## config.mk

```make
export PLATFORM = sky130hd
export DESIGN_NAME = match_filter_sequencer
export DESIGN_NICKNAME = d
export VERILOG_FILES = /design/src/rtl/match_filter_sequencer.sv
export SDC_FILE = /design/constraint.sdc
export NUM_CORES = 1
export LEC_CHECK = 0
export CELL_PAD_IN_SITES_DETAIL_PLACEMENT = 0
export CELL_PAD_IN_SITES_GLOBAL_PLACEMENT = 2
export CORE_MARGIN = 8
export CORE_UTILIZATION = 31
export CTS_BUF_LIST = sky130_fd_sc_hd__clkbuf_2
export DETAILED_ROUTE_END_ITERATION = 12
export GPL_TIMING_DRIVEN = 0
export PLACE_DENSITY = 0.93
export SLEW_MARGIN = 0
export SYNTH_ARGS = -nofsm -noshare
export SYNTH_HDL_FRONTEND = slang
export SYNTH_SLANG_ARGS = --single-unit
export TNS_END_PERCENT = 20
```

## constraint.sdc

```tcl
create_clock -name clock -period 4.5 [get_ports clock]
set_input_delay 0.45 -clock clock [delete_from_list [all_inputs] [get_ports clock]]
set_output_delay 0.45 -clock clock [all_outputs]
set_load 0.03 [all_outputs]
```

## src/rtl/match_filter_sequencer.sv

```systemverilog
// Control sequencer for the matched filter: load pulse, circular offset, tap sweep, y_valid.
// Optional SAMPLE_DIV_EN replaces sample_strobe with an internal SAMPLE_DIV-clock strobe.
module match_filter_sequencer #(
  parameter int NUM_TAPS   = 128,
  parameter int IDX_W      = 7,
  parameter int DRAIN_CYC  = 2,
  parameter int SAMPLE_DIV = 1000
) (
  input  logic             clock,
  input  logic             reset,
  input  logic             enable,
  input  logic             sample_strobe,
  output logic             mf_ready,
  output logic [IDX_W-1:0] mf_offset,
  output logic [IDX_W-1:0] mf_index,
  output logic [IDX_W-1:0] coeff_addr,
  output logic             y_valid,
  output logic             busy,
  output logic             overrun,
  output logic [7:0]       drop_count
);

  typedef enum logic [2:0] {
    S_IDLE,
    S_LOAD,
    S_SWEEP,
    S_DRAIN,
    S_DONE
  } state_t;

  localparam logic [IDX_W-1:0] IDX_LAST  = IDX_W'(NUM_TAPS - 1);
  localparam logic [IDX_W-1:0] SWEEP_END = IDX_W'(NUM_TAPS - 2);
  localparam int               DRAIN_L   = (DRAIN_CYC > 0) ? DRAIN_CYC - 1 : 0;
  localparam logic [IDX_W-1:0] DRAIN_END = IDX_W'(DRAIN_L);

  state_t           state;
  state_t           state_nxt;
  logic [IDX_W-1:0] cnt;
  logic [IDX_W-1:0] cnt_nxt;
  logic             strobe;
  logic             accept;
  logic             drop;
  logic             in_seq;

`ifdef SAMPLE_DIV_EN
  localparam int DIV_W = (SAMPLE_DIV > 1) ? $clog2(SAMPLE_DIV) : 1;
  localparam logic [DIV_W-1:0] DIV_END = DIV_W'(SAMPLE_DIV - 1);

  logic [DIV_W-1:0] div_cnt;
  logic             unused_strobe;

  assign unused_strobe = sample_strobe;

  // Free-running; the strobe fires on the cycle the counter wraps
  always_ff @(posedge clock) begin
    if (reset) begin
      div_cnt <= '0;
    end else if (div_cnt == DIV_END) begin
      div_cnt <= '0;
    end else begin
      div_cnt <= div_cnt + 1'b1;
    end
  end

  assign strobe = (div_cnt == DIV_END);
`else
  assign strobe = sample_strobe;
`endif

  assign in_seq = (state == S_LOAD)
                | (state == S_SWEEP)
                | (state == S_DRAIN);

  // DONE accepts back-to-back; enable only gates new work
  assign accept = strobe & enable
                & ((state == S_IDLE) | (state == S_DONE));
  assign drop   = strobe & in_seq;

  always_ff @(posedge clock) begin
    if (reset) begin
      state <= S_IDLE;
      cnt   <= '0;
    end else begin
      state <= state_nxt;
      cnt   <= cnt_nxt;
    end
  end

  always_comb begin
    state_nxt = state;
    cnt_nxt   = cnt;
    unique case (state)
      S_IDLE: begin
        if (accept) state_nxt = S_LOAD;
      end
      S_LOAD: begin
        state_nxt = S_SWEEP;
        cnt_nxt   = '0;
      end
      S_SWEEP: begin
        if (cnt == SWEEP_END) begin
          cnt_nxt   = '0;
          state_nxt = (DRAIN_CYC == 0) ? S_DONE : S_DRAIN;
        end else begin
          cnt_nxt = cnt + 1'b1;
        end
      end
      S_DRAIN: begin
        if (cnt == DRAIN_END) begin
          cnt_nxt   = '0;
          state_nxt = S_DONE;
        end else begin
          cnt_nxt = cnt + 1'b1;
        end
      end
      S_DONE: begin
        state_nxt = accept ? S_LOAD : S_IDLE;
      end
      default: begin
        state_nxt = S_IDLE;
        cnt_nxt   = '0;
      end
    endcase
  end

  always_comb begin
    mf_ready = 1'b0;
    y_valid  = 1'b0;
    busy     = in_seq;
    mf_index = IDX_LAST;
    unique case (state)
      S_LOAD:  mf_ready = 1'b1;
      S_SWEEP: mf_index = cnt;
      S_DONE:  y_valid  = 1'b1;
      default: ;
    endcase
  end

  assign coeff_addr = mf_index;

  always_ff @(posedge clock) begin
    if (reset) begin
      mf_offset <= '0;
    end else if (accept) begin
      mf_offset <= mf_offset + 1'b1;
    end
  end

  always_ff @(posedge clock) begin
    if (reset) begin
      overrun    <= 1'b0;
      drop_count <= '0;
    end else if (drop) begin
      overrun <= 1'b1;
      if (drop_count != 8'hff) begin
        drop_count <= drop_count + 1'b1;
      end
    end
  end

endmodule

```

### Yosys cells after proc, flatten, opt, wreduce, memory -nomap -nowiden

Cells that the tools add are included.

* bits in registers: 26
* input port bits: 4
* output and inout bits: 33

* add/sub/neg operators: 3
* equality and inequality tests: 10
* mux-type cells: 11
* bitwise operators: 6
* reduce and logical (&&, ||, !) cells: 4

Operators by type and width (number)
* $mux W7: 3
* $pmux W7 S3: 1
* $pmux W3 S5: 1
* $add A7 B1 Y7 const B: 2
* $mux W3: 3
* $add A8 B1 Y8 const B: 1
* $ne A8 B8 Y1 const B: 1
* $eq A7 B1 Y1 const B: 1
* $eq A7 B7 Y1 const B: 1
* $eq A3 B2 Y1 const B: 2
* $ne A2 B1 Y1 const B: 2
* $and A1 B1 Y1: 3
* $eq A3 B1 Y1 const B: 1
* $eq A3 B3 Y1 const B: 1
* $logic_not A3 Y1: 1
* $mux W1: 3
* $or A1 B1 Y1: 3
* $reduce_and A3 Y1: 1
* $ne A2 B2 Y1 const B: 1
* $reduce_and A2 Y1: 1
* $reduce_or A2 Y1: 1

### Depth between registers and ports, before layout

* depth after elaboration: 5
* depth in mapped cells: 6

### Least setup slack after synthesis

OpenSTA, ideal clock, no wires.

* kind: flip-flop to output port
* from: reg state[0]
* to: out mf_ready
* data arrival time: 1.616 ns
* data required time: 4.050 ns
* slack: 2.434 ns
* stages on the path, launching flop included: 4
* buffers on the path: 2
* path through: dfxtp_1 -> clkbuf_1 -> clkbuf_1 -> nor3b_1

* word-level cells in the longest chain between the ends: 2

RTL lines
* start, declared: line 36 `state_t state;`
* start signal, assigned: line 84 `state <= state_nxt;`
* $eq A3 B1 Y1: line 131 `unique case (state)`
* $mux W1: line 131
* end, declared: line 13 `output logic mf_ready,`

No other way between the ends.

### Worst setup path after layout

* from: reg state[0]
* to: out mf_index[0]

* word-level cells in the longest chain between the ends: 2

RTL lines
* $eq A3 B2 Y1: line 131
* $mux W7: line 131
* end, declared: line 15 `output logic [IDX_W-1:0] mf_index,`

No other way between the ends.

==> results by group <==
Run status
  • Status: finished, final reports clean

Cells and area
  • Final net count: 209
  • Synth-to-Final Area Change: 33.12%
  • Layout cells sized above 1: 0.09548
  • Diodes inserted: 0
  • Finished Core Util: 0.4280

Yosys
  • Yosys top cell area share: 0.3744
  • Mapped Cells: 160
  • Syn Nets: roughly 170
  • Synthesized area: roughly 1400 µm²
  • #FFs+latches synth: 26
  • Most area-hungry cell type in the Yosys netlist: dfxtp_1
  • Synth area leaders: dfxtp_1, xor2_1, nor2_1, ha_1, or3_1
  • Syn avg cell area: 8.688 µm²
  • Synth Warn #: 0
  • Seq/Total Area, Yosys: 0.3744
  • Synth unique cells: between 40 and 50

STA
  • Slew Limit Fails: 0
  • Unrepaired setup endpoints after global routing: false
  • Final setup fails: 0
  • Least-Margin Pin Slew: 0.5114 ns
  • Clk_skew: between 0.003 and 0.004 ns
  • Final Hold Fails: 0
  • Period utilization: 0.6396
  • Setup TNS Final: 0 ns
  • Crit path time final: between 2 and 3 ns
  • Slew headroom: 0.6591
  • Peak Freq: between 300 and 400 MHz

Global route
  • Grt total ovfl: 0
  • Overall global routing resource usage: 0.1001
  • Vias in the first global route: 1218
  • Initial antenna violation count: 0
  • First-pass GRT wire length: 5940 µm
  • Largest net degree at the start of global routing: 16

Route
  • Vias: between 1000 and 1500
  • Via/cell ratio: between 4 and 5
  • Pre-antenna DRT Iters: 4
  • # DRC: 0
  • Remaining antenna violation count: 0
  • Iteration-0 DRC Markers: 40
  • Total Wirelength: between 3000 and 4000 µm
  • Routed WL per cell: approximately 13 µm

Setup path
  • Critical Path RT: 4.05 ns
  • FF-to-FF path depth: 5
  • Worst Setup End Kind: output port
  • CP Launch Type: register
  • Cell mode on critical path: clkbuf_1
  • Critical path, cell by cell: clkbuf_1, clkbuf_1, or3_1, buf_4, clkdlybuf4s50_1
  • Worst Path Max Fanout: 10
  • CP arrival: around 2.4 ns
  • Kind of critical path: reg2out
  • CP peak stage delay: approximately 0.65 ns
  • Critical path's slowest cell: clkdlybuf4s50_1

Die
  • Die area: about 7000 µm²
  • Initial Util: 0.3215
  • Die Width: roughly 83 µm
  • Cell Rows: 24
  • Ports: 37
  • Die height: slightly above 80 µm
  • Core box area: about 4300 µm²

Power
  • Clock power frac: 0.283
  • Combinational power share: 0.247
  • Sw Pwr: 154.4 µW
  • Sequential share of power: 0.470
  • Pint: ~370 µW
  • Leak pwr: approximately 0.00066 µW
  • Maximum vdd drop: ~0.16 mV
  • Switching part of the total: 0.2949
  • Power per cell area: 282.9 nW/µm²

Place
  • PortBufs: 35
  • GPL Wtd Cong: a little over 0.8
  • HPWL Detailed: around 2500 µm

Clock network
  • Num CTS Buffers: 3
  • CTS tree: done
  • Setup bufs post-CTS: 0
  • Clock transition at path regs: ~0.25 ns
  • CTS Sinks: 26
  • # hold bufs at CTS: 0
  • CTS Buffer Depth: 2
  • Post-CTS Resized: 0
  • Clk root buf: clkbuf_2
  • Clk Latency, worst-skew pair: 0.35 ns
  • H-tree depth: 1

Hold path
  • Min-Delay Path Class: reg2reg
  • Hold Crit Depth: 2

Run
  • MaxCap Viol Count: 0
==> per-layer routing <==
metal | global-route usage | up-vias | wire, µm
li1 | - | 649 | -
met4 | 0.01917 | 0 | 25
met3 | 0.04004 | 2 | 173
met5 | 0 | - | 0
met1 | 0.1263 | 547 | 1696
met2 | 0.1563 | 21 | 1432
==> worst paths after layout <==
check | from | end | slack [ns]
max | state[0]$_SDFFE_PP0P_ | mf_index[0] | 1.62
min | overrun$_SDFFE_PP0P_ | overrun$_SDFFE_PP0P_ | 0.51
max reg2reg | drop_count[0]$_SDFFE_PP0P_ | drop_count[1]$_SDFFE_PP0P_ | 2.72
min reg2reg | overrun$_SDFFE_PP0P_ | overrun$_SDFFE_PP0P_ | 0.51
==> cells in the final DEF (no fill, tap or decap), types with 2 or more instances in the layout <==
cell             Yosys  layout
a211oi_1             2       2
a21oi_1              5       5
a311oi_1             2       2
buf_4                7       7
clkbuf_1             4       4
clkbuf_2             0       3
clkdlybuf4s50_1      0      35
dfxtp_1             26      26
ha_1                 5       5
inv_1                5       5
mux2i_1              2       2
nand2_1              8       8
nand2b_1             2       2
nand3_1              4       4
nand4_1              7       7
nor2_1              17      17
nor3_1               9       9
o2111ai_1            2       2
o211ai_1             3       3
o21ai_0              4       4
o31ai_1              2       2
or3_1               10      10
or4_1                2       2
xnor2_1              3       3
xor2_1              10      10
==> logic make-up after synthesis <==
family	Yosys count	share of synthesized area
xor+xnor	13	0.08191
simple gates	70	0.2754
fa+ha+maj	5	0.04500
compound gates	25	0.1323
flops	26	0.3744
buf+inv	19	0.07650
mux	2	0.01440
==> critical path: cells and delay by family (launching register included) <==
kind | cells | cell delay [ns]
DFF | 1 | 0.43
and+or+nand+nor | 1 | 0.19
buffers and inverters | 4 | 1.45
==> state kept, by name, summed over array words and instances, names as in the netlist <==
register	cells
drop_count	8
cnt	7
mf_offset	7
state	3
overrun	1
==> area by class of cell <==
cell class	instances	area [µm²]
clock buffers	3	15.01
flip-flops and latches	26	520.5
multi-input cells	115	763.2
plain buffers	14	87.58
fillers	465	2474
well taps	52	65.06
repair buffers	35	350.3
clock inverters	1	30.03
inverters	5	18.77
==> power groups by stage <==
stage	Combinational, µW	Clock [µW]	Sequential, µW
final	129	148	246
after global routing	141	164	248
after CTS	131	153	246
after detailed placement	130	0	250
after global placement	130	0	250
after floorplan	79.2	0	255
==> cell usage after synthesis, drive strengths merged <==
cell type,n
nor2,17
nor3b,1
or4,2
and2,1
nand3,4
nand2b,2
inv,5
and3,1
o21a,1
dfxtp,26
or3,12
nor4,1
and2b,1
o2111ai,2
nor3,9
and4bb,1
o31ai,2
nand2,8
or2,1
a211oi,2
a311oi,2
o211ai,3
nand4b,1
mux2i,2
o21ai,4
buf,10
o311ai,1
o311a,1
a31oi,1
ha,5
and3b,1
xor2,10
xnor2,3
clkbuf,4
o21bai,1
a21oi,5
nand4,7
==> stage by stage <==
stage	total power (µW)	setup slack, ns	hold slack, ns	std cells	cell area [µm²]
floorplan	334.2	2.434	0.4924	160	1390
global placement	380.3	2.033	0.4495	247	1805
detailed placement	380.4	2.051	0.4640	247	1805
CTS	529.7	1.596	0.5060	251	1851
global route	553.6	1.387	0.5127	251	1851
finish	523.5	1.622	0.5111	251	1851
Power figures use the tool's default switching activity.
